## src/rtl/pwm_capture_pkg.sv

```systemverilog
// pwm_capture_pkg: shared helpers for the PWM capture block.
//   calc_w    : result/counter width for a given PWM resolution (depth+1)
//   calc_tmax : saturation value of a W-bit period counter (2^W-1), which is
//               both the timeout threshold and the period reported on timeout
package pwm_capture_pkg;

  function automatic int calc_w(input int depth);
    return depth + 1;
  endfunction

  function automatic int calc_tmax(input int w);
    return (1 << w) - 1;
  endfunction

endpackage

```

## src/rtl/pwm_capture_if.sv

```systemverilog
// pwm_capture_if: configuration, PWM lines and per-channel results of the
// capture block.
//   enable_i  : capture enable (low clears all capture state)
//   clk_div_i : strobe divider, one sample every clk_div_i+1 clocks
//   pwm_i     : asynchronous PWM inputs, one bit per channel
//   duty_o    : per channel, W bits: strobes sampled high in last period
//   period_o  : per channel, W bits: strobes between the last two rising edges
//   valid_o   : per channel one-cycle pulse when that channel's results update
//   timeout_o : per channel, 1 = last result produced by timeout
// master drives configuration and lines, slave is the capture block.
interface pwm_capture_if #(
  parameter int n_ch  = 6,
  parameter int depth = 8
);
  import pwm_capture_pkg::*;

  localparam int W = calc_w(depth);

  logic                enable_i;
  logic [15:0]         clk_div_i;
  logic [n_ch-1:0]     pwm_i;
  logic [n_ch*W-1:0]   duty_o;
  logic [n_ch*W-1:0]   period_o;
  logic [n_ch-1:0]     valid_o;
  logic [n_ch-1:0]     timeout_o;

  modport master (
    output enable_i, clk_div_i, pwm_i,
    input  duty_o, period_o, valid_o, timeout_o
  );

  modport slave (
    input  enable_i, clk_div_i, pwm_i,
    output duty_o, period_o, valid_o, timeout_o
  );

endinterface

```

## src/rtl/pwm_capture_ch.sv

```systemverilog
// pwm_capture_ch: one capture channel.
//   clk_i, async_rst_i : clock, asynchronous active-high reset
//   enable_i           : low = synchronous clear of all capture state
//   strobe_i           : time-base sample strobe from the top
//   pwm_i              : asynchronous PWM line
//   duty_o, period_o   : last measurement in strobe units (W bits)
//   valid_o            : one-cycle pulse on update
//   timeout_o          : 1 = last result came from a timeout
module pwm_capture_ch
  import pwm_capture_pkg::*;
#(
  parameter int W = 9
) (
  input  logic         clk_i,
  input  logic         async_rst_i,
  input  logic         enable_i,
  input  logic         strobe_i,
  input  logic         pwm_i,
  output logic [W-1:0] duty_o,
  output logic [W-1:0] period_o,
  output logic         valid_o,
  output logic         timeout_o
);

  localparam logic [W-1:0] C_TMAX    = W'(calc_tmax(W));
  localparam logic [W-1:0] C_ONE     = W'(1);
  localparam logic [W-1:0] C_TMAX_M1 = C_TMAX - C_ONE;

  logic [1:0]   r_sync;
  logic         r_p;
  logic         r_armed;
  logic [W-1:0] r_hi;
  logic [W-1:0] r_per;
  logic [W-1:0] r_duty;
  logic [W-1:0] r_period;
  logic         r_valid;
  logic         r_timeout;

  logic         w_s;
  logic         w_rise;
  logic [W-1:0] w_hi_next;

  assign w_s       = r_sync[1];
  assign w_rise    = w_s & ~r_p;
  assign w_hi_next = r_hi + {{(W-1){1'b0}}, w_s};

  // Synchronizer stage: free-running, independent of enable_i.
  always_ff @(posedge clk_i or posedge async_rst_i) begin
    if (async_rst_i) begin
      r_sync <= 2'b00;
    end else begin
      r_sync <= {r_sync[0], pwm_i};
    end
  end

  // Measurement stage: edge detect, counters and result registers.
  always_ff @(posedge clk_i or posedge async_rst_i) begin
    if (async_rst_i) begin
      r_p       <= 1'b0;
      r_armed   <= 1'b0;
      r_hi      <= '0;
      r_per     <= '0;
      r_duty    <= '0;
      r_period  <= '0;
      r_valid   <= 1'b0;
      r_timeout <= 1'b0;
    end else if (!enable_i) begin
      r_p       <= 1'b0;
      r_armed   <= 1'b0;
      r_hi      <= '0;
      r_per     <= '0;
      r_duty    <= '0;
      r_period  <= '0;
      r_valid   <= 1'b0;
      r_timeout <= 1'b0;
    end else begin
      r_valid <= 1'b0;
      if (strobe_i) begin
        r_p <= w_s;
        if (w_rise) begin
          if (r_armed) begin
            r_duty    <= r_hi;
            r_period  <= r_per;
            r_timeout <= 1'b0;
            r_valid   <= 1'b1;
          end
          // The edge strobe itself opens the next window, so both counts
          // restart at 1 rather than 0.
          r_armed <= 1'b1;
          r_hi    <= C_ONE;
          r_per   <= C_ONE;
        end else if (r_armed) begin
          // Timeout fires on the strobe that brings the window to 2^W-1,
          // so the reported duty (including this sample) never exceeds it.
          if (r_per == C_TMAX_M1) begin
            r_duty    <= w_hi_next;
            r_period  <= C_TMAX;
            r_timeout <= 1'b1;
            r_valid   <= 1'b1;
            r_armed   <= 1'b0;
          end else begin
            r_per <= r_per + C_ONE;
            r_hi  <= w_hi_next;
          end
        end
      end
    end
  end

  assign duty_o    = r_duty;
  assign period_o  = r_period;
  assign valid_o   = r_valid;
  assign timeout_o = r_timeout;

endmodule

```

## src/rtl/pwm_capture.sv

```systemverilog
// pwm_capture: multi-channel PWM high-time / period capture.
//   clk_i       : system clock
//   async_rst_i : asynchronous active-high reset
//   bus         : pwm_capture_if.slave (enable, divider, PWM lines, results)
// The top holds the shared strobe generator; each channel is an independent
// pwm_capture_ch instance.
module pwm_capture
  import pwm_capture_pkg::*;
#(
  parameter int n_ch  = 6,
  parameter int depth = 8
) (
  input  logic          clk_i,
  input  logic          async_rst_i,
  pwm_capture_if.slave  bus
);

  localparam int W = calc_w(depth);

  logic [15:0] r_div_cnt;
  logic        w_strobe;

  // Counter sits at 0 while disabled, so the first enabled cycle strobes.
  assign w_strobe = bus.enable_i & (r_div_cnt == 16'd0);

  // Strobe stage: divider down-counter, reloads clk_div_i on each strobe.
  always_ff @(posedge clk_i or posedge async_rst_i) begin
    if (async_rst_i) begin
      r_div_cnt <= 16'd0;
    end else if (!bus.enable_i) begin
      r_div_cnt <= 16'd0;
    end else if (r_div_cnt == 16'd0) begin
      r_div_cnt <= bus.clk_div_i;
    end else begin
      r_div_cnt <= r_div_cnt - 16'd1;
    end
  end

  for (genvar g = 0; g < n_ch; g++) begin : g_ch
    pwm_capture_ch #(
      .W (W)
    ) u_ch (
      .clk_i       (clk_i),
      .async_rst_i (async_rst_i),
      .enable_i    (bus.enable_i),
      .strobe_i    (w_strobe),
      .pwm_i       (bus.pwm_i[g]),
      .duty_o      (bus.duty_o[g*W +: W]),
      .period_o    (bus.period_o[g*W +: W]),
      .valid_o     (bus.valid_o[g]),
      .timeout_o   (bus.timeout_o[g])
    );
  end

endmodule
```

## src/flat_wrapper.sv

```systemverilog
// flat-port wrapper written by rule: the top's interface ports become plain ports
module pwm_capture_flat import pwm_capture_pkg::*;
#(
  parameter int n_ch  = 6,
  parameter int depth = 8
)
  (clk_i, async_rst_i, bus_enable_i, bus_clk_div_i, bus_pwm_i, bus_duty_o, bus_period_o, bus_valid_o, bus_timeout_o);
  pwm_capture_if #(.n_ch(n_ch), .depth(depth)) bus_i ();
  input  logic clk_i;
  input  logic async_rst_i;
  input wire logic [$bits(bus_i.enable_i)-1:0] bus_enable_i;
  input wire logic [$bits(bus_i.clk_div_i)-1:0] bus_clk_div_i;
  input wire logic [$bits(bus_i.pwm_i)-1:0] bus_pwm_i;
  output wire logic [$bits(bus_i.duty_o)-1:0] bus_duty_o;
  output wire logic [$bits(bus_i.period_o)-1:0] bus_period_o;
  output wire logic [$bits(bus_i.valid_o)-1:0] bus_valid_o;
  output wire logic [$bits(bus_i.timeout_o)-1:0] bus_timeout_o;
  assign bus_i.enable_i = bus_enable_i;
  assign bus_i.clk_div_i = bus_clk_div_i;
  assign bus_i.pwm_i = bus_pwm_i;
  assign bus_duty_o = bus_i.duty_o;
  assign bus_period_o = bus_i.period_o;
  assign bus_valid_o = bus_i.valid_o;
  assign bus_timeout_o = bus_i.timeout_o;
  pwm_capture #(.n_ch(n_ch), .depth(depth)) u_core (.clk_i(clk_i), .async_rst_i(async_rst_i), .bus(bus_i));
endmodule
```

## config.mk

```make
export PLATFORM = sky130hd
export DESIGN_NAME = pwm_capture_flat
export DESIGN_NICKNAME = d
export VERILOG_FILES = /design/src/rtl/pwm_capture_pkg.sv /design/src/rtl/pwm_capture_if.sv /design/src/rtl/pwm_capture_ch.sv /design/src/rtl/pwm_capture.sv /design/src/flat_wrapper.sv
export SDC_FILE = /design/constraint.sdc
export NUM_CORES = 1
export LEC_CHECK = 0
export ABC_AREA = 0
export CAP_MARGIN = 0
export CORE_MARGIN = 2
export CORE_UTILIZATION = 59
export CTS_BUF_LIST = sky130_fd_sc_hd__clkbuf_2 sky130_fd_sc_hd__clkbuf_4 sky130_fd_sc_hd__clkbuf_8
export DETAILED_ROUTE_END_ITERATION = 12
export PLACE_DENSITY = 0.82
export SETUP_SLACK_MARGIN = 0.1
export SLEW_MARGIN = 25
export SYNTH_ARGS = -nofsm -noshare
export SYNTH_HDL_FRONTEND = slang
export SYNTH_SLANG_ARGS = --single-unit
```

## constraint.sdc

```tcl
create_clock -name clk_i -period 13 [get_ports clk_i]
set_input_delay 2.6 -clock clk_i [delete_from_list [all_inputs] [get_ports clk_i]]
set_output_delay 2.6 -clock clk_i [all_outputs]
set_load 0.02 [all_outputs]
```

## After elaboration in Yosys (flattened, before gate mapping)

Cells that the tools add are included.
Widths: inputs -> output; s select.

- Logic and storage cells: 373
- Input port bits: 25
- Register bits after elaboration: 268
- Output and inout port bits: 120

- Reductions and logical operators: 13
- Add/subtract/negate cells: 13
- Mux-type cells: 248
- Bitwise operators: 13
- Equal/unequal tests: 31

Operators with widths:

| cell | count |
|---|---|
| $mux 9 | 132 |
| $mux 1 | 114 |
| $add 9x1->9 | 6 |
| $add 9x1->9 const B | 6 |
| $eq 9x9->1 const B | 6 |
| $ne 3x1->1 const B | 12 |
| $reduce_and 3->1 | 12 |
| $mux 16 | 2 |
| $ne 3x3->1 const B | 6 |
| $logic_not 16->1 | 1 |
| $sub 16x1->16 const B | 1 |
| $ne 2x1->1 const B | 7 |
| $and 1x1->1 | 7 |
| $not 1->1 | 6 |

## Logic depth before layout (Yosys ltp)

Gate-level depths: netlist of the first run.

- Word-level depth: 6
- Depth in mapped cells: 9
- Mapped depth without buffers: 7

## By module

A second synthesis of the first run with hierarchy kept.

- Cell total of the unflattened synthesis: 1374
- Area, all modules: 14149.8 µm²

By module, submodules not included:

| module | cells an instance | sequential area each (µm²) | instances | area an instance (µm²) |
|---|---|---|---|---|
| pwm_capture_ch (u_core.g_ch[1].u_ch ...) | 207 | 1051.0 | 4 | 2183.3 |
| pwm_capture_ch (u_core.g_ch[3].u_ch) | 239 | 1051.0 | 1 | 2274.7 |
| pwm_capture_ch (u_core.g_ch[0].u_ch) | 208 | 1051.0 | 1 | 2188.3 |
| pwm_capture | 99 | 400.4 | 1 | 953.4 |

## Worst setup path after synthesis of the first run

No wires, ideal clock.

- Path type: in2reg
- From: input port bus_enable_i
- To: register u_core.g_ch[0].u_ch.r_timeout
- Path buffers: 3
- Library setup time: 0.141 ns
- Arrival: 3.482 ns
- Setup slack: 9.377 ns
- Required time: 12.859 ns
- Stages: 5
- Path through: clkbuf_1 -> inv_2 -> clkbuf_1 -> clkbuf_1 -> a211oi_1

- Longest elaborated chain between the ends: 3
- Elaborated cells between the ends (all ways): 6
- Classes of those cells: 3 x eq/ne; 1 x mux; 1 x bitwise; 1 x reduce/logical

RTL lines:

| what | line | text |
|---|---|---|
| start, declared | flat_wrapper.sv:11 | `input wire logic [$bits(bus_i.enable_i)-1:0] bus_enable_i;` |
| $and 1x1->1 | pwm_capture.sv:24 | `assign w_strobe = bus.enable_i & (r_div_cnt == 16'd0);` |
| $ne 2x1->1 (no line) | n/a |  |
| $reduce_and 3->1 (no line) | n/a |  |
| end signal, assigned | pwm_capture_ch.sv:75 | `r_timeout <= 1'b0;` |
| end signal, assigned | pwm_capture_ch.sv:84 | `r_timeout <= 1'b0;` |
| end signal, assigned | pwm_capture_ch.sv:98 | `r_timeout <= 1'b1;` |
| end, declared | pwm_capture_ch.sv:37 | `logic r_timeout;` |

Parallel ways exist; a longest one is shown, timed or not.
A chain may end at the register's enable or synchronous reset.

==> results.txt, run 1 <==
Final worst-path cycle share = 0.364
Worst setup margin = 8270 ps
Commonest non-fill, non-tap cell in the layout = dfrtp_1
Yosys cell types = 68
Mapped Nets = 1,576
Pwr Density = 132 nW/µm²
Combinational cell fraction of total power = 0.243
I/O pins = 145
Min-Delay Path Class = reg -> reg
Number of synthesized register bits = 268
Met2 Usage GRT = 0.449
CP startpoint kind = input port
Post-synthesis cell count = 1,525
Die Footprint = 24,900 µm²
Area Overhead vs Synth = 16.8%
Most used DFF post-synth = dfrtp_1
Routed vias = 12,300
RR Endpoint = u_core.g_ch[3].u_ch.r_hi[2]
Gr busiest metal = met2
Post-Route Skew = 23.4 ps
CTS Sinks = 268
Area contributors post-synth = dfrtp_1 (48%), nor2_1 (5.5%), a21oi_1 (4.6%), a211oi_1 (4.0%), o21ai_0 (3.5%)
HPWL after DPL = 22.2 mm
RePlAce Congestion = 0.892
R2R Path Start = u_core.r_div_cnt[2]
GR Overflow Total = 0
Flop pwr share = 0.425
Sw Ratio = 0.343
Starting Density = 0.597
Power Total = 2.16 mW
Reg2reg path depth = 6
Antenna diodes = 0
Number of global-route vias before repair = 11,500
Clock root cell = clkbuf_8
Worst-path clk slew = 60 ps
Max Cap Violations = 0
Lkg Pwr = 6.24 nW
Htree depth = 2
Fillcell total = 1,843
F_max = 211 MHz
NetSw = 0.741 mW
Cell Rows = 56
DRT antenna net count = 0
Final Hold Fails = 0
CTS buffer count = 43
First-pass GRT wire length = 57.3 mm
GR Util met1 = 0.397
Final critical path time including I/O delays and setup = 4730 ps
CP Capture Type = asynchronous set/reset pin
Layout cell share with drive strength beyond 1 = 0.0720
Hold wc startpoint = u_core.g_ch[5].u_ch.r_sync[0]
FF-to-FF setup slack = 9840 ps
1st-iter DRT viols = 1,022
Final setup fails = 0
Worst-Margin Slew = 1010 ps
Clk pwr share = 0.332
Avg Cell Area, Syn = 9.14 µm²
Chip height = 158 µm
Maximum vdd drop = 0.000152 V
Worst-Skew Late Latency = 550 ps
Die Wd = 158 µm
Crit Path Category = in -> async
Worst rel slew slack = 0.324
FFs w/ async S/R, synth = 1.00
Dpl ws = 7420 ps
Grt met3 use = 0.0394
Post-synthesis sequential area ratio = 0.481
Total Wirelength = 35.3 mm
Count of pins over their slew limit = 0
Core Region = 23,300 µm²
Critical path data required time = 13,590 ps
RSZ-0062 raised after global routing = false
CP max FO = 142
Post-CTS setup buffers = 0
DRC Markers = 0
WP data arrival = 5320 ps
Initial antenna violation count = 0
Largest net degree at the start of global routing = 143
DR pass1 iterations = 6
Leading area contributor after synthesis = dfrtp_1
Worst hold path cell count = 0
Cts repair resizes = 0
Number of flops mapped to enable cells by yosys = 0
Outcome = finished, final reports clean
Most frequent cells in the layout = dfrtp_1 (268), nor2_1 (202), clkdlybuf4s50_1 (143)
Hold Path Sink = u_core.g_ch[5].u_ch.r_sync[1]
Setup TNS = 0 ps
Port-buffer cells = 144
Synth top area share = 0.481
Number of vias per cell = 6.27
TritonCTS clock tree = done
Syn Std Cell Area = 13,900 µm²
Nets@finish = 1,666
Wire per inst = 18.0 µm
Hold-fix buffers at CTS = 0
Internal power component = 1.42 mW
Clock tree buffer depth = 3
YS warnings = 0
Gr usage total = 0.282
## power groups by stage
stage	clock network (mW)	logic [mW]	registers, mW
detailed placement	0	0.510	0.930
CTS	0.730	0.514	0.915
global placement	0	0.497	0.927
finish	0.716	0.524	0.917
global route	0.768	0.566	0.922
floorplan	0	0.363	0.923
## registers in the layout, summed over array words and instances (netlist names)
| register | flops |
|---|---|
| u_core.r_div_cnt | 16 |
| u_core.g_ch.u_ch.r_p | 6 |
| u_core.g_ch.u_ch.timeout_o | 6 |
| u_core.g_ch.u_ch.r_sync | 12 |
| u_core.g_ch.u_ch.r_hi | 54 |
| u_core.g_ch.u_ch.period_o | 54 |
| u_core.g_ch.u_ch.r_per | 54 |
| u_core.g_ch.u_ch.valid_o | 6 |
| u_core.g_ch.u_ch.duty_o | 54 |
| u_core.g_ch.u_ch.r_armed | 6 |
## cell families after synthesis
logic type / count (synthesis) / share of synthesized area
simple gates: 613 / 0.220
compound gates: 416 / 0.188
flops: 268 / 0.481
buf+inv: 133 / 0.0429
xor+xnor: 55 / 0.0346
fa+ha+maj: 26 / 0.0233
mux: 14 / 0.0101
## cell usage after synthesis, types with 14 or more instances
library cell	n
dfrtp_1	268
nor2_1	203
a21oi_1	127
o21ai_0	98
nand2_1	96
nor3_1	92
clkbuf_1	78
a211oi_1	74
nand3_1	41
nand4_1	36
or3_1	32
xnor2_1	31
ha_1	26
o21a_1	26
or4_1	26
xor2_1	24
buf_2	19
a31oi_1	16
buf_4	16
inv_1	14
nor4_1	14
## layout make-up
type	instances	area, µm²	area share
well taps	319	399	0.0245
flip-flops and latches	268	6710	0.412
inverters	15	73.8	0.00453
clock buffers	65	820	0.0503
repair buffers	163	1610	0.0990
multi-input cells	1124	6660	0.409
clock inverters	3	15.0	0.000922
## stage by stage
stage | instance area, µm² | utilization | std cells | hold slack [ps]
2_1_floorplan | 13900 | - | 1525 | 331
3_3_place_gp | 15400 | 0.659 | 1887 | 333
3_5_place_dp | 15400 | 0.660 | 1887 | 335
4_1_cts | 16200 | 0.696 | 1955 | 352
5_1_grt | 16300 | 0.698 | 1957 | 355
6_report | 16300 | 0.698 | 1957 | 350
## how the worst max path moves through the flow
stage / startpoint / to
6_report: async_rst_i / u_core.g_ch[5].u_ch.duty_o[4]
5_1_grt: async_rst_i / u_core.g_ch[5].u_ch.r_per[8]
4_1_cts: async_rst_i / u_core.g_ch[5].u_ch.duty_o[7]
3_5_place_dp: async_rst_i / u_core.g_ch[2].u_ch.timeout_o
3_3_place_gp: async_rst_i / u_core.g_ch[5].u_ch.period_o[5]
2_1_floorplan: async_rst_i / u_core.g_ch[0].u_ch.duty_o[0]
## critical path, stage by stage
cell	delay, ps
clkdlybuf4s50_1	500
clkinv_8	510
buf_4	810
buf_4	710
## per-layer routing
layer  vias up  wire length, µm
met5         -                0
met4         0             1020
met1      5937            15300
li1       5743                -
met2       502            16700
met3        79             2220
No activity file was read; power rests on OpenSTA's default activity.
==> inputs of run 2 (changes only) <==
clock period = 5 ns   (was 13 ns; I/O delays follow)
==> run 2 against run 1 <==
Net effect: final cell count is 0.56% higher; cell area is 0.55% higher; critical path depth is 2 higher; die area stayed put; via count rose by 0.75%; clock power grew to 2.7 times the previous value; global-route usage increased by 0.18 points.
==> results.txt, run 2 (synthesized netlist as in run 1, its figures left out) <==
Outcome = finished, final reports clean (unchanged)
CP max FO = 30 (was 142)
DRT antenna net count = 0 (unchanged)
Number of global-route vias before repair = 11,600 (was 11,500)
Core Region = 23,300 µm² (unchanged)
Starting Density = 0.597 (unchanged)
Nets@finish = 1,672 (was 1,666)
Worst-Skew Late Latency = 560 ps (was 550 ps)
Final std cells w/o fill = 1,968 (was 1,957)
Count of pins over their slew limit = 0 (unchanged)
R2R Path Start = u_core.r_div_cnt[2] (unchanged)
Max Cap Violations = 0 (unchanged)
TritonCTS clock tree = done (unchanged)
Die Footprint = 24,900 µm² (unchanged)
Crit Path Category = reg -> reg (was in -> async)
CP Capture Type = flop (was asynchronous set/reset pin)
Dpl cells = 1,892 (was 1,887)
Initial antenna violation count = 0 (unchanged)
Worst rel slew slack = 0.314 (was 0.324)
FF/Latch Area = 6710 µm² (unchanged)
Core Util, Final = 0.702 (was 0.698)
Fillcell total = 1,779 (was 1,843)
WP data arrival = 3810 ps (was 5320 ps)
F_max = 297 MHz
GR Overflow Total = 0 (unchanged)
Power Total = 5.68 mW (was 2.16 mW)
1st-iter DRT viols = 1,032 (was 1,022)
Chip height = 158 µm (unchanged)
CTS Sinks = 268 (unchanged)
HPWL after DPL = 22.3 mm (was 22.2 mm)
Most frequent cells in the layout = dfrtp_1 (268), nor2_1 (202), clkdlybuf4s50_1 (143) (unchanged)
Layout cell share with drive strength beyond 1 = 0.0782 (was 0.0720)
Die Wd = 158 µm (unchanged)
RePlAce Congestion = 0.860 (was 0.892)
Post-CTS setup buffers = 0 (unchanged)
First-pass GRT wire length = 57.5 mm (was 57.3 mm)
Routed vias = 12,400 (was 12,300)
Maximum vdd drop = 0.000240 V (was 0.000152 V)
Final setup fails = 0 (unchanged)
Slowest library cell on the worst path = o2111a_1 (was buf_4)
Worst-Margin Slew = 1030 ps (was 1010 ps)
Htree depth = 2 (unchanged)
CTS buffer count = 44 (was 43)
Post-Route Skew = 12.7 ps (was 23.4 ps)
Worst-path cell chain = nor4_4 -> and4_1 -> buf_4 -> o2111a_1 -> nor2_1 -> a211oi_1 (was clkdlybuf4s50_1 -> clkinv_8 -> buf_4 -> buf_4)
Clock tree buffer depth = 3 (unchanged)
Min Hold Slack = 347 ps (was 350 ps)
CP peak stage delay = 900 ps (was 810 ps)
DRC Markers = 0 (unchanged)
Clock root cell = clkbuf_8 (unchanged)
DR pass1 iterations = 5 (was 6)
Largest net degree at the start of global routing = 197 (was 143)
Port-buffer cells = 144 (unchanged)
Cts repair resizes = 0 (unchanged)
Gr usage total = 0.284 (was 0.282)
RSZ-0062 raised after global routing = false (unchanged)
Pwr Density = 347 nW/µm² (was 132 nW/µm²)
Cell Rows = 56 (unchanged)
CP startpoint kind = flop (was input port)
Area Overhead vs Synth = 17.4% (was 16.8%)
Critical path data required time = 5440 ps (was 13,590 ps)
Antenna diodes = 0 (unchanged)
Worst-path clk slew = 60 ps (about the same)
Min-Delay Path Class = reg -> reg (unchanged)
Multi-input logic area = 6650 µm² (was 6660 µm²)
Final Hold Fails = 0 (unchanged)
I/O pins = 145 (unchanged)
Commonest non-fill, non-tap cell in the layout = dfrtp_1 (unchanged)
CP startpoint = u_core.r_div_cnt[2] (was async_rst_i)
Hold-fix buffers at CTS = 0 (unchanged)
Hold wc startpoint = u_core.g_ch[4].u_ch.r_sync[0] (was u_core.g_ch[5].u_ch.r_sync[0])
Final critical path time including I/O delays and setup = 3370 ps
Total Wirelength = 35.3 mm (about the same)
Lkg Pwr = 6.28 nW (was 6.24 nW)
Wire per inst = 17.9 µm (was 18.0 µm)
Number of vias per cell = 6.28 (was 6.27)
Final worst-path cycle share = 0.674
Setup TNS = 0 ps (unchanged)
run 2: routing by layer:
layer / part of all wire / global-route usage
met5: 0 / 0
met4: 0.034 / 0.122
met3: 0.067 / 0.0443
met2: 0.46 / 0.445
met1: 0.43 / 0.395
run 2: final timing paths:
path | cells past startpoint | to | slack (ps)
max in group asynchronous | 4 | u_core.g_ch[4].u_ch.period_o[4] | 3190
min | 0 | u_core.g_ch[4].u_ch.r_sync[1] | 350
max | 6 | u_core.g_ch[2].u_ch.timeout_o | 1630
min in group asynchronous | 3 | u_core.g_ch[0].u_ch.r_hi[7] | 910
max reg2reg | 6 | u_core.g_ch[2].u_ch.timeout_o | 1630
min reg2reg | 0 | u_core.g_ch[4].u_ch.r_sync[1] | 350
run 2: area by class of cell:
| cell class | count | area share |
|---|---|---|
| Clock buffer | 62 | 0.0483 |
| Clock inverter | 12 | 0.00550 |
| Inverter | 15 | 0.00397 |
| Multi-Input combinational cell | 1124 | 0.406 |
| Sequential cell | 268 | 0.410 |
| Tap cell | 319 | 0.0244 |
| Timing Repair Buffer | 168 | 0.102 |
run 2: power breakdown:
| group | switching (mW) | total, mW | internal, mW |
|---|---|---|---|
| clock | 0.876 | 1.94 | 1.07 |
| combinational | 0.969 | 1.36 | 0.386 |
| sequential | 0.108 | 2.38 | 2.27 |
| total | 1.95 | 5.68 | 3.73 |
run 2: metrics by stage:
step	worst slack (ps)	area (µm²)
2_1_floorplan	461	13900
4_1_cts	1670	16300
5_1_grt	1400	16400
3_5_place_dp	1700	15400
6_report	1630	16400
3_3_place_gp	1850	15400
run 2: critical path: cells and delay by family (launching register included):
kind                   cells  cell delay, ps
AOI/OAI and AO/OA          2            1170
buffers and inverters      1             340
DFF                        1             440
and+or+nand+nor            3            1290
==> inputs of run 3 (changes only) <==
CORE_UTILIZATION = 53   (was 59)
PLACE_DENSITY = 0.77   (was 0.82)
clock period = 2.9 ns   (was 5 ns; I/O delays follow)
==> run 3 against run 2 <==
Net effect: global-route usage shrank 2.4 points; sequential share of layout area is 0.84 points lower; clock power is 82% higher; cell area rose by 2.1%; flip-flop and latch count unchanged.
==> results.txt, run 3 (synthesized netlist as in run 1, its figures left out) <==
Worst rel slew slack = 0.465 (was 0.314)
Count of pins over their slew limit = 0 (unchanged)
Layout cell share with drive strength beyond 1 = 0.0957 (was 0.0782)
CP max FO = 32 (was 30)
Final setup fails = 0 (unchanged)
Most frequent cells in the layout = dfrtp_1 (268), nor2_1 (202), clkdlybuf4s50_1 (143) (unchanged)
WP data arrival = 2950 ps (was 3810 ps)
Min-Delay Path Class = reg -> reg (unchanged)
Hold-fix buffers at CTS = 0 (unchanged)
Min Hold Slack = 346 ps (was 347 ps)
CTS buffer count = 45 (was 44)
Port-buffer cells = 144 (unchanged)
TritonCTS clock tree = done (unchanged)
GR Overflow Total = 0 (unchanged)
Power Total = 10.1 mW (was 5.68 mW)
Htree depth = 2 (unchanged)
Pwr Density = 604 nW/µm² (was 347 nW/µm²)
RSZ-0062 raised after global routing = false (unchanged)
Maximum vdd drop = 0.000374 V (was 0.000240 V)
Nets@finish = 1,704 (was 1,672)
Clock tree buffer depth = 3 (unchanged)
FF-to-FF setup slack = 430 ps (was 1630 ps)
Post-CTS setup buffers = 0 (unchanged)
F_max = 405 MHz (was 297 MHz)
Total Wirelength = 36.1 mm (was 35.3 mm)
CTS Sinks = 268 (unchanged)
First-pass GRT wire length = 60.2 mm (was 57.5 mm)
Final critical path time including I/O delays and setup = 2470 ps (was 3370 ps)
Worst-path clk slew = 60 ps (about the same)
Setup TNS = 0 ps (unchanged)
Crit Path Category = reg -> reg (unchanged)
Gr usage total = 0.260 (was 0.284)
Clock root cell = clkbuf_8 (unchanged)
Max Cap Violations = 0 (unchanged)
HPWL after DPL = 23.8 mm (was 22.3 mm)
Lkg Pwr = 6.48 nW (was 6.28 nW)
Largest net degree at the start of global routing = 61 (was 197)
Chip height = 166 µm (was 158 µm)
Outcome = finished, final reports clean (unchanged)
CP startpoint kind = flop (unchanged)
Routed vias = 12,400 (about the same)
Post-Route Skew = 13.7 ps (was 12.7 ps)
Critical path data required time = 3390 ps (was 5440 ps)
Final Hold Fails = 0 (unchanged)
Die Footprint = 27,600 µm² (was 24,900 µm²)
Core Util, Final = 0.645 (was 0.702)
Antenna diodes = 0 (unchanged)
Commonest non-fill, non-tap cell in the layout = dfrtp_1 (unchanged)
Core Region = 25,900 µm² (was 23,300 µm²)
Wire per inst = 17.9 µm (about the same)
Final worst-path cycle share = 0.851 (was 0.674)
Starting Density = 0.538 (was 0.597)
Initial antenna violation count = 0 (unchanged)
DR pass1 iterations = 5 (unchanged)
I/O pins = 145 (unchanged)
DRT antenna net count = 0 (unchanged)
Worst-Margin Slew = 801 ps (was 1030 ps)
Area Overhead vs Synth = 19.9% (was 17.4%)
1st-iter DRT viols = 1,013 (was 1,032)
Worst-Skew Late Latency = 560 ps (about the same)
Number of vias per cell = 6.14 (was 6.28)
RePlAce Congestion = 0.891 (was 0.860)
Number of global-route vias before repair = 12,000 (was 11,600)
DRC Markers = 0 (unchanged)
Cell Rows = 59 (was 56)
Die Wd = 166 µm (was 158 µm)
Cts repair resizes = 0 (unchanged)
CP Capture Type = flop (unchanged)
==> run 3: changes by cell type in the layout (fill, tap and decap cells not counted), moves of 2 or more <==
| cell | previous run | this run |
|---|---|---|
| clkinv_2 | 9 | 6 |
| buf_16 | 2 | 0 |
| buf_12 | 1 | 7 |
| clkbuf_4 | 10 | 15 |
| buf_4 | 21 | 48 |
==> run 3: worst max-delay path, cell delays in order (launching register included) <==
cell and delay (ps):
dfrtp_1 440, nor4_4 460, and4_1 310, buf_12 210, nand2_2 150, buf_4 270
or3_1 390, a21oi_1 140
==> run 3: through the flow <==
step	cell area, µm²	setup slack [ps]	cells
global placement	15800	491	1941
floorplan	13900	-1220	1525
detailed placement	15800	442	1941
global route	16700	248	2018
finish	16700	433	2018
CTS	16700	434	2018
==> run 3: final timing paths <==
path,from,cells after the start,endpoint
max,u_core.r_div_cnt[2],7,u_core.g_ch[1].u_ch.r_hi[1]
min,u_core.g_ch[1].u_ch.r_sync[0],0,u_core.g_ch[1].u_ch.r_sync[1]
max reg2reg,u_core.r_div_cnt[2],7,u_core.g_ch[1].u_ch.r_hi[1]
min reg2reg,u_core.g_ch[1].u_ch.r_sync[0],0,u_core.g_ch[1].u_ch.r_sync[1]
max in group asynchronous,async_rst_i,3,u_core.g_ch[2].u_ch.duty_o[2]
min in group asynchronous,async_rst_i,2,u_core.g_ch[0].u_ch.duty_o[5]
==> run 3: layout make-up <==
cell class	count	area, µm²
timing repair buffer	199	1940
clock inverter	9	97.6
tap	335	419
fill	2159	9200
multi-input combinational	1124	6650
sequential	268	6710
inverter	15	65.1
clock buffer	68	842
==> run 3: metal layers <==
metal / wire length (µm) / track usage / up-vias / share of wire
met5: 0 / 0 / - / 0
met4: 995 / 0.103 / 0 / 0.028
met3: 2420 / 0.0434 / 74 / 0.067
met2: 16800 / 0.411 / 480 / 0.47
met1: 15900 / 0.359 / 5998 / 0.44
li1: - / - / 5829 / -
==> run 3: power by group <==
part           internal, mW  total, mW  switching, mW
registers              3.92       4.10          0.186
logic                 0.785       2.45           1.67
clock network          2.02       3.54           1.52
